==> config.mk <==
export PLATFORM = sky130hd
export DESIGN_NAME = bnn_layer_sequencer
export DESIGN_NICKNAME = d
export VERILOG_FILES = /design/src/rtl/bnn_pkg.sv /design/src/rtl/bnn_xnor_popcount.sv /design/src/rtl/bnn_layer_sequencer.sv
export SDC_FILE = /design/constraint.sdc
export NUM_CORES = 1
export LEC_CHECK = 0
export BUFFER_PORTS_ARGS = -buffer_cell sky130_fd_sc_hd__buf_2
export CORE_MARGIN = 10
export CORE_UTILIZATION = 50
export DETAILED_ROUTE_END_ITERATION = 8
export MAX_ROUTING_LAYER = met4
export PLACE_DENSITY = 0.71
export SLEW_MARGIN = 40
export SYNTH_ARGS = -nofsm -noshare
export SYNTH_HDL_FRONTEND = slang
export SYNTH_HIERARCHICAL = 1
export SYNTH_SLANG_ARGS = --single-unit
==> constraint.sdc <==
create_clock -name clk_i -period 13.5 [get_ports clk_i]
set_clock_uncertainty 0.05 [all_clocks]
set_input_delay 2.7 -clock clk_i [delete_from_list [all_inputs] [get_ports clk_i]]
set_output_delay 2.7 -clock clk_i [all_outputs]
set_load 0.02 [all_outputs]
==> src/rtl/bnn_pkg.sv <==
// Shared constants for the 8-8-4 BNN layer sequencer: topology, FSM encoding, weight map.
// BNN_PER_NEURON_THRESH_EN adds the per-neuron threshold address window.
package bnn_pkg;

  localparam int unsigned NUM_L1      = 8;
  localparam int unsigned NUM_L2      = 8;
  localparam int unsigned NUM_L3      = 4;
  localparam int unsigned NUM_NEURONS = NUM_L1 + NUM_L2 + NUM_L3;
  localparam int unsigned THRESHOLD   = 4;

  typedef logic [2:0] state_t;
  localparam state_t StIdle = 3'd0;
  localparam state_t StL1   = 3'd1;
  localparam state_t StL2   = 3'd2;
  localparam state_t StL3   = 3'd3;
  localparam state_t StDone = 3'd4;

  // Neuron index at which each layer hands over to the next.
  localparam logic [4:0] LastL1 = 5'(NUM_L1 - 1);
  localparam logic [4:0] LastL2 = 5'(NUM_L1 + NUM_L2 - 1);
  localparam logic [4:0] LastL3 = 5'(NUM_NEURONS - 1);

  localparam logic [5:0] WeightBase = 6'd0;
`ifdef BNN_PER_NEURON_THRESH_EN
  localparam logic [5:0] ThreshBase = 6'd32;
`endif

  localparam logic [7:0] DEFAULT_WEIGHTS [NUM_NEURONS] = '{
    8'hA5, 8'h3C, 8'hF0, 8'h0F, 8'h55, 8'hAA, 8'hC3, 8'h96,
    8'h69, 8'h1E, 8'hE1, 8'h78, 8'h87, 8'h5A, 8'hB4, 8'h2D,
    8'hCC, 8'h33, 8'h99, 8'h66
  };

endpackage

==> src/rtl/bnn_xnor_popcount.sv <==
// Combinational XNOR-popcount: counts positions where activation and weight agree (0..8).
module bnn_xnor_popcount (
  input  logic [7:0] act_i,
  input  logic [7:0] weight_i,
  output logic [3:0] sum_o
);

  logic [7:0] match;

  always_comb begin
    match = ~(act_i ^ weight_i);
    sum_o = '0;
    for (int i = 0; i < 8; i++) begin
      sum_o = sum_o + {3'b000, match[i]};
    end
  end

endmodule

==> src/rtl/bnn_layer_sequencer.sv <==
// Time-multiplexed 8-8-4 BNN: one shared XNOR-popcount engine evaluates one neuron per cycle.
// Define BNN_PER_NEURON_THRESH_EN for writable per-neuron thresholds (addresses 32-51).
module bnn_layer_sequencer
  import bnn_pkg::*;
#(
  parameter int unsigned Threshold = THRESHOLD
) (
  input  logic       clk_i,
  input  logic       rst_ni,
  input  logic       in_valid_i,
  output logic       in_ready_o,
  input  logic [7:0] in_data_i,
  output logic       out_valid_o,
  input  logic       out_ready_i,
  output logic [3:0] out_data_o,
  output logic [3:0] out_hidden_o,
  output logic       busy_o,
  input  logic       wld_en_i,
  input  logic [5:0] wld_addr_i,
  input  logic [7:0] wld_data_i
);

  state_t     state_q, state_d;
  logic [4:0] idx_q, idx_d;
  logic [7:0] act_a_q, act_a_d;
  logic [7:0] act_b_q, act_b_d;
  logic [3:0] res_q, res_d;
  logic [7:0] weights_q [NUM_NEURONS];

  logic [7:0] src;
  logic [3:0] sum;
  logic [3:0] thr_cur;
  logic       fire;
  logic       wr_ok;
  logic       w_we;

  assign wr_ok = (state_q == StIdle) || (state_q == StDone);
  assign w_we  = wld_en_i && wr_ok && (wld_addr_i >= WeightBase) &&
                 (wld_addr_i < WeightBase + 6'(NUM_NEURONS));

  assign src = (state_q == StL2) ? act_b_q : act_a_q;

  bnn_xnor_popcount u_popcount (
    .act_i    (src),
    .weight_i (weights_q[idx_q]),
    .sum_o    (sum)
  );

`ifdef BNN_PER_NEURON_THRESH_EN
  logic [3:0] thr_q [NUM_NEURONS];
  logic       t_we;

  assign t_we    = wld_en_i && wr_ok && (wld_addr_i >= ThreshBase) &&
                   (wld_addr_i < ThreshBase + 6'(NUM_NEURONS));
  assign thr_cur = thr_q[idx_q];

  always_ff @(posedge clk_i or negedge rst_ni) begin
    if (!rst_ni) begin
      for (int i = 0; i < NUM_NEURONS; i++) thr_q[i] <= 4'(Threshold);
    end else if (t_we) begin
      thr_q[5'(wld_addr_i - ThreshBase)] <= wld_data_i[3:0];
    end
  end
`else
  assign thr_cur = 4'(Threshold);
`endif

  assign fire = (sum >= thr_cur);

  always_comb begin
    state_d = state_q;
    idx_d   = idx_q;
    act_a_d = act_a_q;
    act_b_d = act_b_q;
    res_d   = res_q;
    unique case (state_q)
      StIdle: begin
        if (in_valid_i) begin
          act_a_d = in_data_i;
          idx_d   = '0;
          state_d = StL1;
        end
      end
      StL1: begin
        act_b_d[idx_q[2:0]] = fire;
        idx_d = idx_q + 5'd1;
        if (idx_q == LastL1) state_d = StL2;
      end
      StL2: begin
        act_a_d[idx_q[2:0]] = fire;
        idx_d = idx_q + 5'd1;
        if (idx_q == LastL2) state_d = StL3;
      end
      StL3: begin
        res_d[idx_q[1:0]] = fire;
        idx_d = idx_q + 5'd1;
        if (idx_q == LastL3) state_d = StDone;
      end
      StDone: begin
        if (out_ready_i) state_d = StIdle;
      end
      default: state_d = StIdle;
    endcase
  end

  always_ff @(posedge clk_i or negedge rst_ni) begin
    if (!rst_ni) begin
      state_q <= StIdle;
      idx_q   <= '0;
      act_a_q <= '0;
      act_b_q <= '0;
      res_q   <= '0;
    end else begin
      state_q <= state_d;
      idx_q   <= idx_d;
      act_a_q <= act_a_d;
      act_b_q <= act_b_d;
      res_q   <= res_d;
    end
  end

  always_ff @(posedge clk_i or negedge rst_ni) begin
    if (!rst_ni) begin
      for (int i = 0; i < NUM_NEURONS; i++) weights_q[i] <= DEFAULT_WEIGHTS[i];
    end else if (w_we) begin
      weights_q[5'(wld_addr_i - WeightBase)] <= wld_data_i;
    end
  end

  assign in_ready_o   = (state_q == StIdle);
  assign out_valid_o  = (state_q == StDone);
  assign busy_o       = (state_q == StL1) || (state_q == StL2) || (state_q == StL3);
  assign out_data_o   = res_q;
  // Layer-2 results land in act_a; neurons 12-15 occupy its upper nibble.
  assign out_hidden_o = act_a_q[7:4];

endmodule

# ---- Word-level counts from Yosys, hierarchy flattened
# Index checks and enable logic that the tools add are counted.
dict set report word_totals {
  regBits 188
  out_inout_bits 11
  elab_cells 99
  input_bits 27
}
dict set report op_classes {
  bitwise 4
  mux 24
  magnitude_cmp 10
  n_reduce_logical 16
  add_sub_neg 8
  n_eq_ne 12
}
# operator count
set ops {}
lappend ops {{$bwmux 160} 1}
lappend ops {{$bmux 8 s5} 1}
lappend ops {{$demux 8 s5} 1}
lappend ops {{$mux 8} 5}
lappend ops {{$add 4x1->4} 6}
lappend ops {{$bwmux 8} 2}
lappend ops {{$pmux 8 s2} 1}
lappend ops {{$mux 3} 5}
lappend ops {{$pmux 3 s5} 1}
lappend ops {{$ge 6x6->1 const B} 2}
lappend ops {{$not 5->6} 2}
lappend ops {{$pmux 5 s2} 1}
lappend ops {{$ne 2x2->1 const B} 4}
lappend ops {{$not 8->8} 1}
lappend ops {{$xor 8x8->8} 1}
lappend ops {{$eq 3x2->1 const B} 2}
lappend ops {{$ge 6x1->1 const B} 1}
lappend ops {{$logic_and 1x1->1} 6}
lappend ops {{$lt 6x1->1 const B} 1}
lappend ops {{$lt 6x5->1 const B} 1}
lappend ops {{$add 5x1->5 const B} 1}
lappend ops {{$eq 5x3->1 const B} 1}
lappend ops {{$eq 5x4->1 const B} 1}
lappend ops {{$eq 5x5->1 const B} 1}
lappend ops {{20 further kinds} 25}

# ---- Longest topological paths before layout
dict set report logic_depth {
  word_depth 16
  ltp_mapped 20
  ltp_nobuf 18
}

# ---- Modules after synthesis
# The synthesis kept the hierarchy.
# module area_each_um2 cells_each instances seq_area_each_um2
set by_module_without_submodules {}
lappend by_module_without_submodules {bnn_layer_sequencer 9283.9 722 1 4804.6}
lappend by_module_without_submodules {bnn_xnor_popcount 234.0 25 1 0.0}

# ---- Worst setup path before layout
# Ideal clock, no wire load.
dict set report synth_path {
  path_kind {register to register}
  from {register idx_q[1]}
  to {register res_q[3] (netlist: out_data_o[3])}
  path_buffers 3
  stages_incl_launch_ff 20
  slack_ps 8610
  setup_ps 137
  arrival_ps 4704
  required_time_ps 13313
  period_less_slack_ps 4890
  path_cell_list {dfrtp_1 clkbuf_1 nor2b_1 clkbuf_1 a221oi_1 o221a_2 a211oi_1 xnor2_1 fa_1 inv_1 fa_1 inv_1 fa_1 ha_1 inv_1 fa_1 xnor2_1 nor2_1 clkbuf_1 o21ai_0}
}
dict set report synth_via {
  elab_chain_len 15
  elab_cells_between_ends 20
  cone_classes {add/sub (7); order compare (3); mux (6); bitwise (3); reduce/logical (1)}
}
# element line_no
set synth_rtl {}
lappend synth_rtl {{start: declaration} bnn_layer_sequencer.sv:24} ;# logic [4:0] idx_q, idx_d;
lappend synth_rtl {{start signal: assignment} bnn_layer_sequencer.sv:115} ;# idx_q <= idx_d;
lappend synth_rtl {{$not 5->6 (not written as such) (*)} bnn_layer_sequencer.sv:45} ;# .weight_i (weights_q[idx_q]),
lappend synth_rtl {{$bmux 8 s5 (*)} bnn_layer_sequencer.sv:45}
lappend synth_rtl {{$mux 8 (not written as such) (*) (2 in series)} bnn_layer_sequencer.sv:45}
lappend synth_rtl {{$xor 8x8->8 (*)} bnn_xnor_popcount.sv:11} ;# match = ~(act_i ^ weight_i);
lappend synth_rtl {{$not 8->8 (*)} bnn_xnor_popcount.sv:11}
lappend synth_rtl {{$add 1x1->2} bnn_xnor_popcount.sv:14} ;# sum_o = sum_o + {3'b000, match[i]};
lappend synth_rtl {{$add 4x1->4 (5 in series)} bnn_xnor_popcount.sv:14}
lappend synth_rtl {{$add 4x1->4 (*)} bnn_xnor_popcount.sv:14}
lappend synth_rtl {{via sum[2]} bnn_layer_sequencer.sv:31} ;# logic [3:0] sum;
lappend synth_rtl {{$ge 4x3->1 (*)} bnn_layer_sequencer.sv:68} ;# assign fire = (sum >= thr_cur);
lappend synth_rtl {{$bwmux 4 (*)} bnn_layer_sequencer.sv:95} ;# res_d[idx_q[1:0]] = fire;
lappend synth_rtl {{end signal: assignment} bnn_layer_sequencer.sv:118} ;# res_q <= res_d;
lappend synth_rtl {{end: declaration} bnn_layer_sequencer.sv:27} ;# logic [3:0] res_q, res_d;
# The timed path passes the listed nets; every way through them passes the cells marked *. The select of a mux whose other input is x is not followed.
# A chain may end at the register's enable or synchronous reset.

# ---- Worst setup path in the final report
dict set report layout_path {
  from {register idx_q[2]}
  to {register act_a_q[3]}
}
dict set report layout_via {
  elab_chain_len 16
  elab_cells_between_ends 21
  cone_classes {add/sub (7); order compare (3); mux (7); bitwise (3); reduce/logical (1)}
}
# element line_no
set layout_rtl {}
lappend layout_rtl {{$not 5->6 (not written as such) (*)} bnn_layer_sequencer.sv:45}
lappend layout_rtl {{$bmux 8 s5 (*)} bnn_layer_sequencer.sv:45}
lappend layout_rtl {{$mux 8 (not written as such) (*) (2 in series)} bnn_layer_sequencer.sv:45}
lappend layout_rtl {{$xor 8x8->8 (*)} bnn_xnor_popcount.sv:11}
lappend layout_rtl {{$not 8->8 (*)} bnn_xnor_popcount.sv:11}
lappend layout_rtl {{$add 1x1->2} bnn_xnor_popcount.sv:14}
lappend layout_rtl {{$add 4x1->4 (5 in series)} bnn_xnor_popcount.sv:14}
lappend layout_rtl {{$add 4x1->4 (*)} bnn_xnor_popcount.sv:14}
lappend layout_rtl {{via sum[2]} bnn_layer_sequencer.sv:31}
lappend layout_rtl {{$ge 4x3->1 (*)} bnn_layer_sequencer.sv:68}
lappend layout_rtl {{$bwmux 8 (*)} bnn_layer_sequencer.sv:90} ;# act_a_d[idx_q[2:0]] = fire;
lappend layout_rtl {{$pmux 8 s2 (*)} bnn_layer_sequencer.sv:76} ;# unique case (state_q)
lappend layout_rtl {{end signal: assignment} bnn_layer_sequencer.sv:116} ;# act_a_q <= act_a_d;
lappend layout_rtl {{end: declaration} bnn_layer_sequencer.sv:25} ;# logic [7:0] act_a_q, act_a_d;
# Marks and branches as above.

==> run summary <==
CTS tree: done
Worst-Margin Slew: 0.764 ns
Post-Syn Area per Cell: 12.8 um^2
Setup Buffers After CTS: 0
Initial Util: 0.509
DP HPWL: 15500 um
Inserted Clock Buffers: 17
Setup_tns: 0 ns
DIE WIDTH: 158 um
Clock power share: 0.227
Later-pin clock latency in the skew report: 0.45 ns
Synthesized Nets: 785
Critical Path AT: 6.69 ns
Minimum clock period: 6.42 ns
Io pins: 38
Total track usage: 0.200
Resized Gates After CTS: 0
Max IR drop VDD: 0.355 mV
Routed WL per cell: 23.5 um
Slew margin rel.: 0.488
Critical path startpoint category: flop
Slew Limit Fails: 0
Final Hold Fails: 0
Synth Warn #: 6
Cell Area, Placed: 9760 um^2
CTS Hold Bufs: 0
P per Cell Area: 223 nW/um^2
Max-capacitance violation count: 0
Layout Nets: 787
Layout cells sized above 1: 0.490
CTS sink count: 188
Max Buffers Root-to-Sink: 2
Switch Pwr: 0.995 mW
Initial antenna violation count: 0
IO Port Bufs: 37
Static Leakage: 4.63 nW
WL final: 23400 um
Die area: 24900 um^2
1st-pass router iterations: 5
Fmax: 156 MHz
Core ar.: 18700 um^2
CP endpoint kind: flop
Crit share post-route: 0.475
Diodes inserted: 0
Worst-path cell chain: buf_4 -> clkinv_1 -> a221oi_1 -> o221a_2 -> a211oi_1 -> xnor2_1 -> fa_1 -> inv_1 -> fa_1 -> inv_1 -> fa_1 -> ha_1 -> inv_1 -> fa_1 -> xnor2_1 -> nor2_1 -> nand2_1 -> a21oi_1 -> a21oi_1
Crit Path Class: reg2reg
Clk pin slew, worst setup/hold paths: 0.07 ns
Post-Synthesis Cells: 746
Crit-path slowest cell: clkinv_1
H-tree Lvls: 4
Hold Path Class: reg2reg
Area Overhead vs Synth: 9.57%
DR iter-0 viols: 462
Gp weighted congestion: 0.917
Via/cell ratio: 6.29
CTS Root Cell: clkbuf_16
GRT Residual Overflow: 0
Cell Int Power: 1.33 mW
Gate power share: 0.477
Sw Ratio: 0.428
Final Cell Area: 10400 um^2
WP data required: 13.77 ns
Synthesized area: 9510 um^2
Seq pwr share: 0.296
Unrepaired setup endpoints after global routing: no
First-pass GRT wire length: 37500 um
Finish-stage setup viols: 0
Most frequent cell on the critical path: fa_1
Worst Path Max Fanout: 48
Pin count of the biggest net entering global routing: 109
Die Y: 158 um
Vias in the first global route: 6597
Drt drc: 0
Routed via count: 6258
CP peak stage delay: 0.71 ns
Post-route ant nets: 0
Run status: finished clean
Site row count: 50
through the flow:
step	hold slack, ns	instances	setup slack [ns]	util	total power, mW
after detailed placement	0.435	962	6.95	0.522	1.78
final	0.444	995	7.08	0.557	2.33
after floorplan	0.424	746	8.61	-	1.51
after global placement	0.422	962	7.20	0.522	1.72
after CTS	0.450	994	6.93	0.555	2.30
after global routing	0.468	995	6.74	0.557	2.47
cell type report:
| cell class | instances | area, um^2 |
|---|---|---|
| repair buffers | 45 | 283 |
| clock inverters | 10 | 126 |
| well taps | 234 | 293 |
| fillers | 1463 | 8280 |
| clock buffers | 22 | 494 |
| inverters | 13 | 48.8 |
| flip-flops and latches | 188 | 4810 |
| multi-input cells | 483 | 4370 |
layer usage:
metal	global-route usage	share of wire	routed length, um	up-vias
li1	-	-	-	2712
met1	0.259	0.44	10300	3304
met2	0.312	0.49	11400	201
met3	0.0374	0.051	1200	41
met4	0.0701	0.021	482	0
met5	-	0	0	-
sequential cells by signal, indices dropped and copies added, names as in the netlist:
register and count:
act_a_q 8, weights_q 160, act_b_q 8, idx_q 5
out_data_o 4, state_q 3
worst paths after layout:
kind / from / endpoint / slack, ns / cells after the start
hold reg to reg: out_data_o[3]$_DFFE_PN0P_ / out_data_o[3]$_DFFE_PN0P_ / 0.44 / 2
min in group asynchronous: rst_ni / weights_q[7]$_DFFE_PN0P_ / 2.09 / 1
max in group asynchronous: rst_ni / weights_q[123]$_DFFE_PN0P_ / 10.28 / 2
setup / recovery: idx_q[2]$_DFFE_PN0P_ / act_a_q[3]$_DFFE_PN0P_ / 7.08 / 19
hold / removal: out_data_o[3]$_DFFE_PN0P_ / out_data_o[3]$_DFFE_PN0P_ / 0.44 / 2
setup reg to reg: idx_q[2]$_DFFE_PN0P_ / act_a_q[3]$_DFFE_PN0P_ / 7.08 / 19
layout by cell type (no fill, tap or decap), drive strengths merged, types with 5 or more instances in the layout:
cell	count
mux2	173
dfrtp	108
dfstp	80
nand2	55
buf	45
a21oi	33
nor2	26
clkbuf	22
mux4	17
o21ai	16
mux2i	15
inv	14
a221oi	11
xnor2	8
ha	8
nor3	8
nor2b	8
a31oi	7
a211oi	7
nand3b	7
and2	6
o22ai	6
nor3b	6
a221o	5
a311oi	5
nand3	5
clkinv	5
critical path: cells and delay by family, from the launching register on:
family,cells,cell delay (ns)
simple gates,2,0.96
buf+inv,5,1.39
flops,1,0.32
compound gates,5,1.09
fa+ha+maj,5,2.14
xor+xnor,2,0.33
power by group through the flow:
stage | clock (mW) | sequential [mW] | combinational [mW]
6_report | 0.528 | 0.688 | 1.11
5_1_grt | 0.553 | 0.695 | 1.22
4_1_cts | 0.532 | 0.686 | 1.09
3_5_place_dp | 0 | 0.695 | 1.08
3_3_place_gp | 0 | 0.691 | 1.02
2_1_floorplan | 0 | 0.678 | 0.835
No activity file was read; power rests on OpenSTA's default activity.
